### src/rtl/d_write_buffer.sv
// d_write_buffer
//   Memory-side stage behind the write-through data cache. Stores are posted
//   into a small in-order FIFO and acknowledged in the same cycle. Buffered
//   writes drain one at a time over an SRAM-like bus (request/addr_ok/data_ok).
//   Reads are issued as single-word transfers only once the FIFO is empty.
//   This keeps a read from passing an older buffered write to the same address.
//
// Ports
//   clk, clrn                 clock, asynchronous active-low reset
//   c_strobe/c_rw/c_a         cache request: valid, 0=read 1=write, address
//   c_din/c_wen               write data and byte enables
//   c_dout/c_ready            read data and request-complete strobe to cache
//   bus_req/bus_wr/bus_size   bus request, direction, size (0=B, 1=H, 2=W)
//   bus_addr/bus_wdata        bus address and write data (0 when bus_req=0)
//   bus_addr_ok/bus_data_ok   bus address-phase accept, data-phase done
//   bus_rdata                 bus read data, valid with bus_data_ok
//
// State   | meaning
// --------+-------------------------------------------------------------
// IDLE    | bus quiet; pick the next buffered write, otherwise a pending read
// W_ADDR  | FIFO head on the bus as a write request, waiting for addr_ok
// W_DATA  | write address accepted, waiting for data_ok, then pop the head
// R_ADDR  | latched read address on the bus (word), waiting for addr_ok
// R_DATA  | read address accepted, waiting for data_ok carrying bus_rdata
// R_RESP  | captured read word presented to the cache with c_ready

module d_write_buffer #(
    parameter int A_WIDTH    = 32,
    parameter int DEPTH_LOG2 = 2
) (
    input  logic               clk,
    input  logic               clrn,
    input  logic               c_strobe,
    input  logic               c_rw,
    input  logic [A_WIDTH-1:0] c_a,
    input  logic [31:0]        c_din,
    input  logic [3:0]         c_wen,
    output logic [31:0]        c_dout,
    output logic               c_ready,
    output logic               bus_req,
    output logic               bus_wr,
    output logic [1:0]         bus_size,
    output logic [A_WIDTH-1:0] bus_addr,
    output logic [31:0]        bus_wdata,
    input  logic               bus_addr_ok,
    input  logic               bus_data_ok,
    input  logic [31:0]        bus_rdata
);

    localparam int DEPTH = 1 << DEPTH_LOG2;
    localparam logic [DEPTH_LOG2:0]   FULL_CNT = (DEPTH_LOG2 + 1)'(DEPTH);
    localparam logic [DEPTH_LOG2:0]   CNT_ONE  = (DEPTH_LOG2 + 1)'(1);
    localparam logic [DEPTH_LOG2-1:0] PTR_ONE  = DEPTH_LOG2'(1);

    typedef enum logic [2:0] {
        IDLE   = 3'd0,
        W_ADDR = 3'd1,
        W_DATA = 3'd2,
        R_ADDR = 3'd3,
        R_DATA = 3'd4,
        R_RESP = 3'd5
    } state_t;

    state_t                 state_q, state_d;
    logic [A_WIDTH-1:0]     fifo_addr_q [DEPTH];
    logic [A_WIDTH-1:0]     fifo_addr_d [DEPTH];
    logic [31:0]            fifo_data_q [DEPTH];
    logic [31:0]            fifo_data_d [DEPTH];
    logic [1:0]             fifo_size_q [DEPTH];
    logic [1:0]             fifo_size_d [DEPTH];
    logic [DEPTH_LOG2-1:0]  wr_ptr_q, wr_ptr_d;
    logic [DEPTH_LOG2-1:0]  rd_ptr_q, rd_ptr_d;
    logic [DEPTH_LOG2:0]    count_q, count_d;
    logic [A_WIDTH-1:0]     rd_addr_q, rd_addr_d;
    logic [31:0]            c_dout_q, c_dout_d;

    logic                   wen_valid;
    logic [1:0]             entry_size;
    logic [1:0]             entry_low;
    logic                   fifo_full;
    logic                   write_accept;
    logic                   read_pending;
    logic                   push;
    logic                   pop;

    // Byte-enable pattern decides transfer size and the low address bits.
    // Patterns the bus cannot express are acknowledged but never posted.
    always_comb begin
        wen_valid  = 1'b1;
        entry_size = 2'd2;
        entry_low  = 2'b00;
        case (c_wen)
            4'b1111: begin entry_size = 2'd2; entry_low = 2'b00; end
            4'b1100: begin entry_size = 2'd1; entry_low = 2'b10; end
            4'b0011: begin entry_size = 2'd1; entry_low = 2'b00; end
            4'b1000: begin entry_size = 2'd0; entry_low = 2'b11; end
            4'b0100: begin entry_size = 2'd0; entry_low = 2'b10; end
            4'b0010: begin entry_size = 2'd0; entry_low = 2'b01; end
            4'b0001: begin entry_size = 2'd0; entry_low = 2'b00; end
            default: wen_valid = 1'b0;
        endcase
    end

    assign fifo_full    = (count_q == FULL_CNT);
    assign write_accept = c_strobe & c_rw & ~fifo_full;
    assign read_pending = c_strobe & ~c_rw;
    assign push         = write_accept & wen_valid;
    assign pop          = (state_q == W_DATA) & bus_data_ok;

    // Write ack is combinational so a store completes in its own cycle;
    // read ack comes only from the registered R_RESP state.
    assign c_ready = write_accept | ((state_q == R_RESP) & read_pending);
    assign c_dout  = c_dout_q;

    always_comb begin
        fifo_addr_d = fifo_addr_q;
        fifo_data_d = fifo_data_q;
        fifo_size_d = fifo_size_q;
        wr_ptr_d    = wr_ptr_q;
        rd_ptr_d    = rd_ptr_q;
        count_d     = count_q;
        if (push) begin
            fifo_addr_d[wr_ptr_q] = {c_a[A_WIDTH-1:2], entry_low};
            fifo_data_d[wr_ptr_q] = c_din;
            fifo_size_d[wr_ptr_q] = entry_size;
            wr_ptr_d              = wr_ptr_q + PTR_ONE;
        end
        if (pop) begin
            rd_ptr_d = rd_ptr_q + PTR_ONE;
        end
        case ({push, pop})
            2'b10:   count_d = count_q + CNT_ONE;
            2'b01:   count_d = count_q - CNT_ONE;
            default: count_d = count_q;
        endcase
    end

    always_comb begin
        state_d   = state_q;
        rd_addr_d = rd_addr_q;
        c_dout_d  = c_dout_q;
        case (state_q)
            IDLE: begin
                // A write being posted this cycle counts as buffered, so the
                // drain starts on the very next cycle.
                if ((count_q != '0) || push) begin
                    state_d = W_ADDR;
                end else if (read_pending) begin
                    state_d   = R_ADDR;
                    rd_addr_d = c_a;
                end
            end
            W_ADDR: if (bus_addr_ok) state_d = W_DATA;
            W_DATA: if (bus_data_ok) state_d = IDLE;
            R_ADDR: if (bus_addr_ok) state_d = R_DATA;
            R_DATA: begin
                if (bus_data_ok) begin
                    state_d  = R_RESP;
                    c_dout_d = bus_rdata;
                end
            end
            R_RESP:  state_d = IDLE;
            default: state_d = IDLE;
        endcase
    end

    always_comb begin
        bus_req   = 1'b0;
        bus_wr    = 1'b0;
        bus_size  = 2'd0;
        bus_addr  = '0;
        bus_wdata = '0;
        case (state_q)
            W_ADDR: begin
                bus_req   = 1'b1;
                bus_wr    = 1'b1;
                bus_size  = fifo_size_q[rd_ptr_q];
                bus_addr  = fifo_addr_q[rd_ptr_q];
                bus_wdata = fifo_data_q[rd_ptr_q];
            end
            R_ADDR: begin
                bus_req  = 1'b1;
                bus_size = 2'd2;
                bus_addr = {rd_addr_q[A_WIDTH-1:2], 2'b00};
            end
            default: ;
        endcase
    end

    always_ff @(posedge clk or negedge clrn) begin
        if (!clrn) begin
            state_q   <= IDLE;
            wr_ptr_q  <= '0;
            rd_ptr_q  <= '0;
            count_q   <= '0;
            rd_addr_q <= '0;
            c_dout_q  <= '0;
            for (int i = 0; i < DEPTH; i++) begin
                fifo_addr_q[i] <= '0;
                fifo_data_q[i] <= '0;
                fifo_size_q[i] <= '0;
            end
        end else begin
            state_q     <= state_d;
            wr_ptr_q    <= wr_ptr_d;
            rd_ptr_q    <= rd_ptr_d;
            count_q     <= count_d;
            rd_addr_q   <= rd_addr_d;
            c_dout_q    <= c_dout_d;
            fifo_addr_q <= fifo_addr_d;
            fifo_data_q <= fifo_data_d;
            fifo_size_q <= fifo_size_d;
        end
    end

endmodule

### config.mk
export PLATFORM = sky130hd
export DESIGN_NAME = d_write_buffer
export DESIGN_NICKNAME = d
export VERILOG_FILES = /design/src/rtl/d_write_buffer.sv
export SDC_FILE = /design/constraint.sdc
export NUM_CORES = 1
export LEC_CHECK = 0
export ABC_AREA = 1
export BUFFER_PORTS_ARGS = -buffer_cell sky130_fd_sc_hd__buf_2
export CORE_MARGIN = 8
export CORE_UTILIZATION = 52
export DETAILED_ROUTE_END_ITERATION = 7
export PLACE_DENSITY = 0.76
export SETUP_SLACK_MARGIN = 0.02
export SKIP_LAST_GASP = 1
export SLEW_MARGIN = 10
export SYNTH_ARGS = -nofsm -noshare
export SYNTH_HDL_FRONTEND = slang
export SYNTH_SLANG_ARGS = --single-unit
### constraint.sdc
create_clock -name clk -period 1.86 [get_ports clk]
set_input_delay 0.093 -clock clk [delete_from_list [all_inputs] [get_ports clk]]
set_output_delay 0.093 -clock clk [all_outputs]
set_load 0.02 [all_outputs]
==> results.txt <==
FF-to-FF setup slack -> -0.12 ns
Clock Tree Buf Depth -> 3
Remaining DRCs -> 0
Gp weighted congestion -> 0.824
Layout Utilization -> 70.7%
Worst clock skew -> 0.0124 ns
Placed cells -> 2261
Layout cell share with drive strength beyond 1 -> 24.0%
Die Width -> 186 µm
RSZ-0062 raised after global routing -> yes
GR Overflow Total -> 0
Clock-pin slew on the worst setup and hold paths -> 0.06 ns
Max VDD drop -> 0.00105 V
Final non-filler cell total -> 2454
All-Layer GR Usage -> 24.5%
Internal Power -> 0.0214 W
Ys async rst share -> 100%
Syn avg cell area -> 8.67 µm²
Cell taking the most area after synthesis -> dfrtp_1
Area of the multi-input gates -> 6040 µm²
Clock root buffer -> clkbuf_16
Slew margin rel. -> 65.6%
Compound-gate portion of the synthesized area -> 15.9%
First-pass GRT wire length -> 68.7 mm
Worst skew pair latency -> 0.53 ns
Post-synth top area share -> 55.8%
Status -> finished, violations left
Leakage -> 10.1 nW
Initial antenna violation count -> 0
DP HPWL -> 24.3 mm
Predominant post-synthesis flop cell -> dfrtp_1
Final Hold Viols -> 0
Max-slew violations -> 0
Yosys reg bits -> 336
F_max -> 464 MHz
Violated checks -> setup timing
Post-synthesis cell count -> 1736
WL met2 -> 22.3 mm
Reg2reg end -> count_q[2]$_DFFE_PN0P_
Final #Nets -> 2154
Io pins -> 207
Post-synthesis sequential area ratio -> 55.8%
DR iter-0 viols -> 1205
Layout area overhead -> 34.5%
M1 WL -> 17.8 mm
Sequential power share -> 35.0%
Port Buffers -> 204
Setup-failing EPs final -> 67
Net Switching -> 0.0138 W
Num CTS Buffers -> 37
CP required -> 1.77 ns
WL final -> 45.8 mm
CTS tree -> done
Core area -> 28600 µm²
Total of max-cap violations -> 0
WL per Instance -> 18.6 µm
Number of synthesized flops with an enable pin -> 0
Initial Util -> 52.6%
Pwr dens -> 1740 nW/µm²
Mux contribution to synthesized area -> 2.39%
Slowest stage delay, CP -> 0.53 ns
Unique cell type count in the Yosys netlist -> 38
Largest family of logic cells by synthesized area -> simple AND/OR/NAND/NOR gates
CP arrival -> 2.06 ns
Final ANT Viol Nets -> 0
Share of total power in combinational logic -> 45.1%
Syn_nets -> 1848
CP Launch Type -> flip-flop
Routed vias/inst -> 5.58
Clock Power Share -> 19.9%
Synth Area in XOR/XNOR -> 0.233%
Yosys warns -> 0
Diodes inserted -> 0
Die ar. -> 34700 µm²
Setup slack after layout -> -0.294 ns
CTS sink count -> 336
CP max-delay cell -> dfrtp_4
Fill count -> 2047
Tmin final -> 2.15 ns
H-tree depth -> 2
Post-Syn Area -> 15100 µm²
Top cells by area, synth -> dfrtp_1, nand2_1, o21ai_0, a21oi_1, inv_1
Period utilization -> 116%
DR vias -> 13700
Die extent in y -> 186 µm
Worst Path Max Fanout -> 8
Worst Max-Slew Pin Slew -> 0.516 ns
Sw frac -> 39.2%
Nature of the critical path endpoint -> output port
Worst r2r src -> state_q[0]$_DFFE_PN0P_
Largest net degree at the start of global routing -> 80
Number of global-route vias before repair -> 13600
Reg2Reg Depth -> 12
First-pass DRT Iterations -> 6
Post-Synth Simple-Gate Area -> 17.8%
Top routing layer in use -> met4
CP cell instances -> clkinv_8 -> buf_12 -> buf_16 -> nand2_1 -> nand3_1 -> a32o_2 -> buf_6
Met3 wire length -> 3.91 mm
Register area -> 8410 µm²
Row count -> 62
Hold WC Path Type -> in2async
Post-Synth Adder-Cell Area -> 0.548%
Critical path class -> reg2out
## power by group through the flow
stage / combinational (W) / sequential [W] / clock, W
after CTS: 0.0135 / 0.0122 / 0.00710
final: 0.0159 / 0.0123 / 0.00701
after detailed placement: 0.0120 / 0.0122 / 0
after floorplan: 0.00769 / 0.0122 / 0
after global routing: 0.0172 / 0.0127 / 0.00743
after global placement: 0.0117 / 0.0120 / 0
## final cells by class
cell class              count  share of cell area (%)
flip-flops and latches    336                    41.6
multi-input cells        1152                    29.8
repair buffers            381                    17.9
clock buffers              58                    5.41
inverters                 134                    2.58
well taps                 384                    2.37
clock inverters             9                   0.352
## cells by family (layout without fill, tap and decap cells)
group | Yosys count | count (layout)
buffers and inverters | 248 | 582
AOI/OAI and AO/OA | 444 | 444
adders and majority gates | 6 | 6
DFF | 336 | 336
and+or+nand+nor | 666 | 666
xor gates and xnor gates | 4 | 4
muxes | 32 | 32
## sequential cells by signal, indices dropped and copies added, names as in the netlist
name / cells
fifo_addr_q: 128
count_q: 3
state_q: 3
rd_addr_q: 30
wr_ptr_q: 2
rd_ptr_q: 2
c_dout: 32
fifo_data_q: 128
fifo_size_q: 8
## metal layers
| metal | up-vias | GRT usage [%] |
|---|---|---|
| met4 | 0 | 8.96 |
| met1 | 6598 | 31.1 |
| met3 | 144 | 4.76 |
| li1 | 6280 | - |
| met5 | - | 0 |
| met2 | 675 | 41.3 |
## how the worst max path moves through the flow
stage	to	cells after the start	startpoint
2_1_floorplan	count_q[2]$_DFFE_PN0P_	9	count_q[0]$_DFFE_PN0P_
3_3_place_gp	count_q[2]$_DFFE_PN0P_	11	state_q[0]$_DFFE_PN0P_
3_5_place_dp	count_q[2]$_DFFE_PN0P_	11	state_q[0]$_DFFE_PN0P_
4_1_cts	bus_wdata[16]	5	rd_ptr_q[0]$_DFFE_PN0P_
5_1_grt	bus_addr[16]	7	rd_ptr_q[0]$_DFFE_PN0P_
6_report	bus_addr[16]	7	rd_ptr_q[0]$_DFFE_PN0P_
## cell usage in the layout (no fill, tap or decap), types with 26 or more instances in the layout
cell type      Yosys  layout
a21oi_2            0      27
clkbuf_16          0      46
inv_1            126     121
o21ai_1           31      46
buf_12             0      26
buf_2             40     139
dlygate4sd3_1      0      97
a21oi_1          108      79
dfrtp_1          336     334
nand2_1          572     540
o21ai_0          270     247
buf_4              6      54
buf_6             12      43
nand3_1           67      47
## repair_timing
item,4_1_cts,5_1_grt
setup buffers,3,9
setup endpoints to repair,67,161
pin swaps,26,55
hold buffers,97,0
resized for setup,102,195
endpoints found under the hold margin,650,0
gates cloned,5,12
## metrics by stage
stage	hold WS (ns)	setup WS [ns]	setup TNS (ns)	total power [W]	area, µm²
final	0.0490	-0.294	-15.61	0.0353	20200
after global routing	0.0629	-0.354	-19.90	0.0373	20200
after global placement	-0.000222	-0.0102	-0.0102	0.0237	16700
after floorplan	-0.203	0.0340	0	0.0199	15100
after CTS	0.0356	-0.313	-15.77	0.0328	19300
after detailed placement	0.00727	-0.0673	-0.0673	0.0242	16700
## critical path: cells and delay by family, from the launching register on
family                 cells  cell delay [ns]
DFF                        1             0.53
AOI/OAI and AO/OA          1             0.30
and+or+nand+nor            2             0.14
buffers and inverters      4             0.56
## cells in the mapped netlist, types with 2 or more instances
library cell    n
clkinv_1        2
mux2_2         13
nor2_8          2
a32o_1         30
dfrtp_1       336
mux2_1         19
o21ai_1        31
buf_1          10
xor2_1          3
nand2_2         2
nand2_4         2
ha_1            5
nand2_1       572
clkbuf_1       45
buf_6          12
nor2_1         14
nand3_1        67
o21ai_0       270
nor2_2          2
inv_2           5
a21oi_1       108
buf_2          40
buf_4           6
inv_1         126
Note: power is estimated with default switching activity, not from simulation.
